==> src/rtl/uart_cmd_ctrl.sv <==
// uart_cmd_ctrl: decodes UART command bytes into control pulses merged with buttons,
// owns the mode/format inversion state and answers every byte with an ACK/NAK on TX.
module uart_cmd_ctrl #(
    parameter bit         ACK_EN   = 1'b1,
    parameter logic [7:0] NAK_CHAR = 8'h3F
) (
    input  logic       clk,
    input  logic       rst,
    input  logic [7:0] rx_data,
    input  logic       rx_done,
    input  logic       tx_busy,
    output logic       tx_start,
    output logic [7:0] tx_data,
    input  logic       i_btn_clear,
    input  logic       i_btn_runstop,
    input  logic       i_btn_up,
    input  logic       i_btn_down,
    input  logic       i_sw_mode,
    input  logic       i_sw_fmt,
    output logic       o_clear,
    output logic       o_runstop,
    output logic       o_up,
    output logic       o_down,
    output logic       o_mode,
    output logic       o_fmt,
    output logic       o_overrun
);
    typedef enum logic [2:0] {IDLE, DECODE, ACK_WAIT, ACK_SEND, ACK_DONE} state_t;

    state_t     state_q, state_d;
    logic [7:0] cmd_q, cmd_d, tx_data_q, tx_data_d, folded;
    logic       first_q, first_d, mode_inv_q, mode_inv_d, fmt_inv_q, fmt_inv_d;
    logic       overrun_q, overrun_d;
    logic       clear_q, runstop_q, up_q, down_q;
    logic       dec, u_clear, u_runstop, u_up, u_down, u_mode, u_fmt, known;

    assign folded    = (rx_data >= 8'h61 && rx_data <= 8'h7A) ? rx_data - 8'h20 : rx_data;
    assign dec       = state_q == DECODE;
    assign u_clear   = dec && cmd_q == 8'h43;
    assign u_runstop = dec && cmd_q == 8'h52;
    assign u_up      = dec && cmd_q == 8'h55;
    assign u_down    = dec && cmd_q == 8'h44;
    assign u_mode    = dec && cmd_q == 8'h4D;
    assign u_fmt     = dec && cmd_q == 8'h46;
    assign known     = u_clear | u_runstop | u_up | u_down | u_mode | u_fmt;

    assign mode_inv_d = mode_inv_q ^ u_mode;
    assign fmt_inv_d  = fmt_inv_q ^ u_fmt;
    assign overrun_d  = overrun_q | (rx_done && state_q != IDLE);

    always_comb begin
        state_d   = state_q;
        cmd_d     = cmd_q;
        tx_data_d = tx_data_q;
        first_d   = first_q;
        case (state_q)
            IDLE: begin
                if (rx_done) begin
                    cmd_d   = folded;
                    state_d = DECODE;
                end
            end
            DECODE: begin
                tx_data_d = known ? cmd_q : NAK_CHAR;
                state_d   = ACK_EN ? ACK_WAIT : IDLE;
            end
            ACK_WAIT: state_d = tx_busy ? ACK_WAIT : ACK_SEND;
            ACK_SEND: begin
                first_d = 1'b1;
                state_d = ACK_DONE;
            end
            ACK_DONE: begin
                // TX busy only rises a cycle after tx_start, so the first cycle here is blind
                first_d = 1'b0;
                state_d = (first_q || tx_busy) ? ACK_DONE : IDLE;
            end
            default: state_d = IDLE;
        endcase
    end

    always_ff @(posedge clk or negedge rst) begin
        if (!rst) begin
            state_q    <= IDLE;
            cmd_q      <= '0;
            tx_data_q  <= '0;
            first_q    <= 1'b0;
            mode_inv_q <= 1'b0;
            fmt_inv_q  <= 1'b0;
            overrun_q  <= 1'b0;
            clear_q    <= 1'b0;
            runstop_q  <= 1'b0;
            up_q       <= 1'b0;
            down_q     <= 1'b0;
        end else begin
            state_q    <= state_d;
            cmd_q      <= cmd_d;
            tx_data_q  <= tx_data_d;
            first_q    <= first_d;
            mode_inv_q <= mode_inv_d;
            fmt_inv_q  <= fmt_inv_d;
            overrun_q  <= overrun_d;
            clear_q    <= i_btn_clear | u_clear;
            runstop_q  <= i_btn_runstop | u_runstop;
            up_q       <= i_btn_up | u_up;
            down_q     <= i_btn_down | u_down;
        end
    end

    assign tx_start  = state_q == ACK_SEND;
    assign tx_data   = tx_data_q;
    assign o_clear   = clear_q;
    assign o_runstop = runstop_q;
    assign o_up      = up_q;
    assign o_down    = down_q;
    assign o_mode    = i_sw_mode ^ mode_inv_q;
    assign o_fmt     = i_sw_fmt ^ fmt_inv_q;
    assign o_overrun = overrun_q;
endmodule

==> config.mk <==
export PLATFORM = sky130hd
export DESIGN_NAME = uart_cmd_ctrl
export DESIGN_NICKNAME = d
export VERILOG_FILES = /design/src/rtl/uart_cmd_ctrl.sv
export SDC_FILE = /design/constraint.sdc
export NUM_CORES = 1
export LEC_CHECK = 0
export ABC_AREA = 1
export BUFFER_PORTS_ARGS = -buffer_cell sky130_fd_sc_hd__buf_2
export CORE_MARGIN = 2
export CORE_UTILIZATION = 50
export DETAILED_ROUTE_END_ITERATION = 10
export PLACE_DENSITY = 0.81
export REMOVE_ABC_BUFFERS = 1
export SYNTH_ARGS = -nofsm -noshare
export SYNTH_HDL_FRONTEND = slang
export SYNTH_SLANG_ARGS = --single-unit
==> constraint.sdc <==
create_clock -name clk -period 2.1 [get_ports clk]
set_input_delay 0.42 -clock clk [delete_from_list [all_inputs] [get_ports clk]]
set_output_delay 0.42 -clock clk [all_outputs]
set_load 0.005 [all_outputs]
==> impl_metrics.yaml <==
run_status:
  run_status: "complete, no violations"
global_routing:
  grtUsageTotal_pct: 17.14
  grt_max_degree: 28
  grt_pass1_vias: 1019
  antenna_found_initial: 0
  gr-usage-met3_pct: 2.791
  use_met1_pct: 20.66
  grt_overflow: 0
  grt_pass1_wl_um: 4278
  busiest_layer: "met2"
  grtUsageMet2_pct: 31.12
setup_path:
  reg2reg_from: "state_q[2]"
  required_ns: 2.32
  worstSetupEndpointType: "flip-flop"
  critPathLaunchType: "flip-flop"
  critPathArrivalTime_ns: 1.84
  worstSetupStartpoint: "state_q[2]"
  worstPathMaxFanout: 12
  critPathKind: "flip-flop to flip-flop"
timing:
  grt_setup_unrepaired: "no"
  tightestPinTransition_ns: 0.5732
  hold_viol: 0
  finalMaxSlewViolations: 0
  min_period_ns: 1.617
  whs_ns: 0.07372
  fin_skew_ns: 0.001389
  fin_crit_sh_pct: 76.99
  fin_setup_tns_ns: 0
  fmax_ghz: 0.6185
  setup_violations: 0
  slew_headroom_pct: 61.79
cells_and_area:
  multi_input_area_um2: 536.8
  area_growth_pct: 15.86
  num_antenna_cells: 0
  final_core_utilization_pct: 62.16
  drive_above_1_share_pct: 32.46
  fillers: 231
  instances_no_fill: 221
  register_area_um2: 675.6
  nets: 211
yosys:
  synth_area_per_cell_um2: 8.598
  synth.top_cell.area_share_pct: 50.37
  yosysWarnings: 0
  seq_area_frac_synth_pct: 50.37
  synthTopCellsByArea: "dfrtp_1 (50%), nand2_1 (9.5%), inv_1 (7.6%), nor2_1 (3.6%), o21ai_0 (3.4%)"
  ys_types: 23
  syn_inst: 156
  syn_area_um2: 1341
  ys_seq_elements: 27
  yosysTopAreaCell: "dfrtp_1"
clock_tree:
  post_cts_buffers: 0
  h-tree-depth: 1
  path_clk_slew_ns: 0.14
  cts.sinks: 27
  cts_resized: 0
  clkLatencyLatePin_ns: 0.32
  root_buffer: "clkbuf_4"
  tritoncts: "yes"
  numCtsBuffers: 3
  hold_buffers: 0
  cts_buffer_depth: 2
die:
  initial_core_util_pct: 53.65
  die-area_um2: 3113
  die_h_um: 55.80
  io_pins: 34
  rows: 18
  core_um2: 2500
  chipWidth_um: 55.80
power:
  seq_power_share_pct: 49.3
  irDropWorstVdd_v: 0.0005605
  total_power_mw: 1.599
  switching_share_pct: 40.13
  power_density_nw_per_um2: 1029
  p_int_mw: 0.9576
  p_leak_nw: 0.8404
  switching_power_mw: 0.6419
  clkPwrFrac_pct: 13.7
  p_comb_share_pct: 37.0
run:
  cap_violations: 0
routing:
  drt_iter0_drc: 14
  drc: 0
  wl_per_cell_um: 10.66
  antenna_left: 0
  drt-pass1-iter-count: 4
  vias_per_cell: 4.819
  wirelength_um: 2356
  route.vias.total: 1065
place:
  hpwlAfterDp_um: 1918
  place_inst: 217
  gp_routability_congestion: 0.7457
  io_buffers: 33
hold_path:
  worstHoldPathType: "primary input to asynchronous set/reset pin"
cell families after synthesis:
family | after synthesis | synth area share [%]
and+or+nand+nor | 75 | 27.98
buffers and inverters | 32 | 9.608
DFF | 27 | 50.37
AOI/OAI and AO/OA | 17 | 8.489
xor gates and xnor gates | 4 | 2.612
adders and majority gates | 1 | 0.9327
path summary, 6_finish.rpt:
check / endpoint / slack, ns / cells after the start
hold reg to reg: o_overrun / 0.48 / 1
min in group clk: o_down / 0.27 / 3
max in group asynchronous: tx_data[2] / 1.65 / 1
setup reg to reg: tx_data[3] / 0.48 / 8
setup / recovery: tx_data[3] / 0.48 / 8
hold / removal: tx_data[5] / 0.07 / 1
power by group through the flow:
stage	registers [mW]	logic, mW	clock network (mW)
2_1_floorplan	0.779	0.424	0
3_3_place_gp	0.787	0.575	0
3_5_place_dp	0.798	0.600	0
4_1_cts	0.788	0.602	0.223
5_1_grt	0.812	0.688	0.252
6_report	0.788	0.591	0.220
layout by cell type (no fill, tap or decap), types with 4 or more instances in the layout:
cell type	Yosys	final
o21ai_0	9	9
a21oi_2	5	5
nand3_1	5	5
inv_1	27	27
dfrtp_1	27	27
buf_2	1	33
nor2_1	13	13
nor2_2	4	4
nand2_1	34	34
xor2_1	4	4
or2_2	4	4
nand4_1	4	4
worst max-delay path, stage by stage (launching register included):
cell and delay [ns]:
dfrtp_1 0.41, inv_2 0.08, nand2_2 0.06, nor2_2 0.36, nand2_1 0.17, nor2_2 0.20
nor2_4 0.07, nand2_4 0.11, a21oi_2 0.07
sequential cells by signal, indices dropped and copies added, names as in the netlist:
name and cells:
o_up 1, first_q 1, o_clear 1, state_q 3, cmd_q 8, tx_data 8, o_runstop 1, fmt_inv_q 1
o_down 1, o_overrun 1, mode_inv_q 1
synthesized netlist by cell type, drive strengths merged:
library cell and count:
nand2 38, a21oi 5, a21o 1, o211a 1, xor2 4, nor3 1, inv 30, nand3 8
dfrtp 27, o21ai 9, buf 2, ha 1, or2 4, nand4 4, nor2 20, o21bai 1
metal layers:
layer | wire (µm) | share of wire, %
met3 | 102 | 4.3
met5 | 0 | 0
met2 | 1200 | 51
met4 | 36 | 1.5
met1 | 1017 | 43
cell type report:
cell class | instances | share of cell area (%)
clock buffer | 4 | 1.691
inverter | 30 | 7.246
multi-input combinational | 97 | 34.54
sequential | 27 | 43.48
tap | 30 | 2.415
timing repair buffer | 33 | 10.63
per-stage QoR:
| step | setup WS, ns | cell area (µm²) |
|---|---|---|
| 2_1_floorplan | 0.6782 | 1325 |
| 3_3_place_gp | 0.5970 | 1528 |
| 3_5_place_dp | 0.4806 | 1528 |
| 4_1_cts | 0.4656 | 1554 |
| 5_1_grt | 0.3087 | 1554 |
| 6_report | 0.4831 | 1554 |
Power figures use the tool's default switching activity.
